**src/rtl/rv32i_trace_buffer.sv**
```systemverilog
// Commit-trace capture: retiring-instruction records go into a FIFO and are
// serialized as four 32-bit beats on a valid/ready stream. Never stalls the core.
module rv32i_trace_buffer #(
    parameter int DEPTH = 16,
    parameter int AW    = 4
) (
    input  logic          clk,
    input  logic          rst_n,
    input  logic          clear,
    input  logic          commit,
    input  logic [31:0]   commit_pc,
    input  logic [31:0]   commit_ins,
    input  logic [4:0]    commit_rd,
    input  logic          commit_we,
    input  logic [31:0]   commit_wd,
    output logic          out_valid,
    input  logic          out_ready,
    output logic [31:0]   out_data,
    output logic          out_last,
    output logic [AW:0]   level,
    output logic [15:0]   drop_cnt,
    output logic          overflow
);

    typedef struct packed {
        logic [31:0] pc;
        logic [31:0] ins;
        logic [15:0] seq;
        logic        we;
        logic [4:0]  rd;
        logic [31:0] wd;
    } rec_t;

    typedef enum logic [2:0] {S_IDLE, S_B0, S_B1, S_B2, S_B3} state_t;

    rec_t        mem [DEPTH];
    rec_t        head;
    state_t      state, state_nxt;
    logic [AW:0] wr_ptr, rd_ptr, wr_nxt, rd_nxt;
    logic [15:0] seq;
    logic        full, empty, push, pop, flush;

    assign flush = !rst_n || clear;
    assign full  = (wr_ptr[AW] != rd_ptr[AW]) && (wr_ptr[AW-1:0] == rd_ptr[AW-1:0]);
    assign empty = (wr_ptr == rd_ptr);
    assign pop   = (state == S_B3) && out_ready;
    // A pop on the same edge frees the slot, so a full FIFO can still accept.
    assign push  = commit && (!full || pop);
    assign head  = mem[rd_ptr[AW-1:0]];

    assign wr_nxt = wr_ptr + (AW+1)'(push);
    assign rd_nxt = rd_ptr + (AW+1)'(pop);

    always_ff @(posedge clk) begin
        if (!flush && push)
            mem[wr_ptr[AW-1:0]] <= '{pc: commit_pc, ins: commit_ins, seq: seq,
                                     we: commit_we, rd: commit_rd, wd: commit_wd};
    end

    always_ff @(posedge clk) begin
        if (flush) begin
            wr_ptr   <= '0;
            rd_ptr   <= '0;
            level    <= '0;
            seq      <= '0;
            drop_cnt <= '0;
            overflow <= 1'b0;
        end else begin
            wr_ptr <= wr_nxt;
            rd_ptr <= rd_nxt;
            level  <= wr_nxt - rd_nxt;
            if (commit)
                seq <= seq + 16'd1;
            if (commit && !push) begin
                overflow <= 1'b1;
                if (drop_cnt != 16'hFFFF)
                    drop_cnt <= drop_cnt + 16'd1;
            end
        end
    end

    always_ff @(posedge clk) begin
        if (flush) state <= S_IDLE;
        else       state <= state_nxt;
    end

    always_comb begin
        state_nxt = state;
        case (state)
            S_IDLE: if (!empty)   state_nxt = S_B0;
            S_B0:   if (out_ready) state_nxt = S_B1;
            S_B1:   if (out_ready) state_nxt = S_B2;
            S_B2:   if (out_ready) state_nxt = S_B3;
            S_B3:   if (out_ready) state_nxt = (level > (AW+1)'(1)) ? S_B0 : S_IDLE;
            default:               state_nxt = S_IDLE;
        endcase
    end

    // Beats are muxed straight from the head entry, which stays put until popped.
    always_comb begin
        out_data = '0;
        case (state)
            S_B0:    out_data = head.pc;
            S_B1:    out_data = head.ins;
            S_B2:    out_data = {head.seq, 10'b0, head.we, head.rd};
            S_B3:    out_data = head.wd;
            default: out_data = '0;
        endcase
    end

    assign out_valid = (state != S_IDLE);
    assign out_last  = (state == S_B3);

endmodule

```
**config.mk**
```make
export PLATFORM = sky130hd
export DESIGN_NAME = rv32i_trace_buffer
export DESIGN_NICKNAME = d
export VERILOG_FILES = /design/src/rtl/rv32i_trace_buffer.sv
export SDC_FILE = /design/constraint.sdc
export NUM_CORES = 2
export LEC_CHECK = 0
export CORE_ASPECT_RATIO = 0.8
export CORE_MARGIN = 5
export CORE_UTILIZATION = 51
export DETAILED_ROUTE_END_ITERATION = 12
export DONT_BUFFER_PORTS = 1
export PLACE_DENSITY_LB_ADDON = 0.2
export SETUP_SLACK_MARGIN = 0.15
export SLEW_MARGIN = 20
export SYNTH_ARGS = -nofsm -noshare
export SYNTH_HDL_FRONTEND = slang
export SYNTH_SLANG_ARGS = --single-unit
```
**constraint.sdc**
```tcl
create_clock -name clk -period 13.7 [get_ports clk]
set_clock_uncertainty 0.1 [all_clocks]
set_input_delay 2.055 -clock clk [delete_from_list [all_inputs] [get_ports clk]]
set_output_delay 2.055 -clock clk [all_outputs]
set_load 0.01 [all_outputs]
```
==> summary.md <==
| Metric | Value |
|---|---|
| Synth Register Bits | between 1500 and 2000 |
| Leakage power | approximately 25 nW |
| Initial Util | about half |
| Max cap viols | 0 |
| Top cell family by delay on the critical path | buffers and inverters |
| Place WS | around 7.0 ns |
| Resized cells post-CTS | 0 |
| Least-Margin Pin Slew | between 1 and 1.5 ns |
| CP Capture Type | output pin |
| Final #Nets | roughly 3700 |
| Post-synthesis sequential area ratio | ~77% |
| Unrepaired setup endpoints after global routing | no |
| Yosys top cell area share | 76.1% |
| Max Root-Sink Buffers | 3 |
| Synth area leaders | edfxtp_1 76%, mux4_2 12%, mux2i_1 2.1% |
| Main combinational cell family by area after synthesis | multiplexers |
| Crit path launch type | flip-flop |
| CP Max Fanout | 93 |
| Overall routing resource usage | between 20 and 25% |
| Synth async-reset ratio | 0% |
| Non-Filler Instances | roughly 5600 |
| Mux cell area share after synthesis | 16.3% |
| Syn nets | between 3000 and 4000 |
| Final Util | 56.8% |
| Die area | approximately 150000 um^2 |
| Post-synth EDFFs | about 1900 |
| DRT iter0 DRCs | between 4000 and 5000 |
| Area delta synth->final | 10.7% |
| Die height | ~350 um |
| Critical path class | reg2out |
| Data arrival, critical path | around 5.3 ns |
| Max H-tree Level | 4 |
| Reg-to-reg startpoint | rd_ptr[2] |
| Vias per cell | 6.42 |
| Hold Path Cell Cnt | 2 |
| CP Data Required Time | 11.55 ns |
| Setup ws final | ~6.3 ns |
| Tcrit/Tclk final | 54.0% |
| Syn Area/Cell | about 21 um^2 |
| WL/cell | 33.1 um |
| # IOs | 163 |
| Simple-gate share of the synthesized area | between 2 and 3% |
| Antenna violations before repair | 6 |
| Routed wire length | 185000 um |
| Gpl congestion | ~0.8 |
| Post-synthesis xor/xnor area fraction | 0.341% |
| YS warnings | 0 |
| Width of the die | between 400 and 500 um |
| Hold Crit Class | reg2reg |
| Peak Freq | roughly 140 MHz |
| TritonCTS clock tree | yes |
| Slew Viols, Final | 0 |
| Mapped cell area | between 70000 and 80000 um^2 |
| Min-delay src | overflow |
| Fin crit period | between 7 and 8 ns |
| FF-to-FF End | mem[0][46] |
| Number of global-route vias before repair | ~37000 |
| Peak VDD IR | 0.121 mV |
| GRT overflow | 0 |
| Ys flop type | edfxtp_1 |
| Final Hold Fails | 0 |
| Final TNS setup | 0 ns |
| CP max stage delay | about 0.96 ns |
| Remaining antenna violation count | 0 |
| Core area | between 100000 and 150000 um^2 |
| Max stage delay cell, worst path | dfxtp_4 |
| Slew HR | roughly 23% |
| Hold_buf cts | 0 |
| # rows | 125 |
| Setup Buffers After CTS | 0 |
| Bufs and invs on worst path | 2 |
| Layout cell share with drive strength beyond 1 | a little under a quarter |
| Total CTS buffers | between 150 and 200 |
| PD cells | 138 nW/um^2 |
| IO Port Bufs | 0 |
| Total number of vias | 35900 |
| Clock network latency to the later pin of the worst-skew pair | roughly 0.8 ns |
| First-pass GRT wire length | ~270000 um |
| Reg2reg path depth | 9 |
| Cell Chain, Critical Path | buf_12 > buf_4 > mux4_2 > mux2i_1 > o22ai_1 > nor2_1 > o221ai_1 |
| Placed insts | ~5300 |
| Drc violations | 0 |
| Area leader, netlist | edfxtp_1 |
| Compound-Gate Fraction of Synth Area | 1.93% |
| Largest net degree at the start of global routing | 113 |
| Outcome | complete, no violations |
| Synth Instances | 3476 |
| Final setup vio count | 0 |
| Synth Area in Adders | less than 1% |
| Post-DP HPWL | 96700 um |
| FF-to-FF setup slack | roughly 7.7 ns |
| Synth cell types | 54 |
| CTS Sinks | slightly below 2000 |
| Clock-pin slew on the worst setup and hold paths | approximately 0.06 ns |
| CTS Root Cell | clkbuf_16 |
| Power Total | between 0.01 and 0.015 W |
| WHS Endpoint | overflow |
| DR pass1 iterations | 5 |
[power breakdown]
group | leakage, nW | internal (W) | total [W] | switching, W
combinational | 4.65 | 0.0000173 | 0.0000551 | 0.0000378
clock | 2.76 | 0.00272 | 0.00482 | 0.00210
sequential | 17.3 | 0.00651 | 0.00651 | 0.00000495
total | 24.7 | 0.00924 | 0.0114 | 0.00214
[cell usage in the layout (no fill, tap or decap), drive strengths merged, types with 3 or more instances in the layout]
master	count
nand2	86
o221ai	9
nor4	4
nand3b	3
clkinvlp	4
and3	7
and2	26
mux2i	155
and4	4
edfxtp	1888
o41ai	22
ha	10
o21ai	6
nor2b	4
o31ai	7
o22ai	128
nand4	27
dfxtp	51
nor3	33
or3	5
mux2	126
inv	18
or4	9
clkbuf	235
mux4	408
xnor2	12
nor2	139
a21oi	41
buf	64
bufinv	11
nand2b	12
clkinv	73
xor2	17
nand3	20
[worst reg2reg max path, cell delays in order (launching register included)]
cell     delay, ns
dfxtp_4       0.79
buf_4         0.73
xor2_1        0.32
nor4_4        0.09
a21oi_1       0.29
or3b_2        0.61
nor3_2        0.15
buf_4         0.67
buf_4         0.88
buf_4         0.87
[metrics by stage]
stage               hold slack, ns  instance area, um^2
detailed placement           0.427                76800
CTS                          0.439                82400
floorplan                    0.395                74500
global route                 0.473                82400
global placement             0.425                76700
finish                       0.441                82500
[layout make-up]
class / instances / area, um^2
flip-flops and latches: 1939 / 57700
fillers: 10400 / 62700
well taps: 1905 / 2380
clock buffers: 235 / 4880
multi-input cells: 1340 / 16000
clock inverters: 95 / 781
inverters: 11 / 43.8
diodes: 2 / 5.00
repair buffers: 64 / 601
[registers in the layout, summed over array words and instances (netlist names)]
name      count
drop_cnt     16
wr_ptr        5
state         3
level         5
mem        1888
rd_ptr        5
overflow      1
seq          16
[worst max-delay path by stage]
| stage | from | end | slack [ns] | cells after the start |
|---|---|---|---|---|
| floorplan | rst_n | mem[0][0] | 1.76 | 5 |
| global placement | rd_ptr[0] | out_data[7] | 6.99 | 7 |
| detailed placement | rd_ptr[0] | out_data[7] | 6.98 | 7 |
| CTS | rd_ptr[0] | out_data[7] | 6.08 | 7 |
| global route | rd_ptr[0] | out_data[7] | 5.95 | 7 |
| finish | rd_ptr[0] | out_data[7] | 6.30 | 7 |
[synth_stat cells (12+ instances only)]
cell / n
buf_2: 82
nor2_1: 139
xor2_1: 17
buf_1: 12
mux2i_1: 155
clkbuf_1: 78
edfxtp_1: 1888
xnor2_1: 12
nand2_1: 86
mux2_2: 126
mux4_2: 408
dfxtp_1: 51
o22ai_1: 128
and2_1: 23
nor3_1: 33
nand4_1: 27
a21oi_1: 41
nand2b_1: 12
o41ai_1: 22
nand3_1: 19
[cells by family after synthesis]
logic type                 Yosys count
xor gates and xnor gates            29
and+or+nand+nor                    388
AOI/OAI and AO/OA                  223
muxes                              689
adders and majority gates           11
buffers and inverters              197
DFF                               1939
[per-layer routing]
metal / up-vias / GRT usage [%] / wire [um]
met5: - / 0 / 0
met4: 0 / 6.02 / 3990
met3: 246 / 6.13 / 19600
met2: 1776 / 37.7 / 87000
met1: 19200 / 35.0 / 74700
li1: 14700 / - / -
No activity file was read; power rests on OpenSTA's default activity.
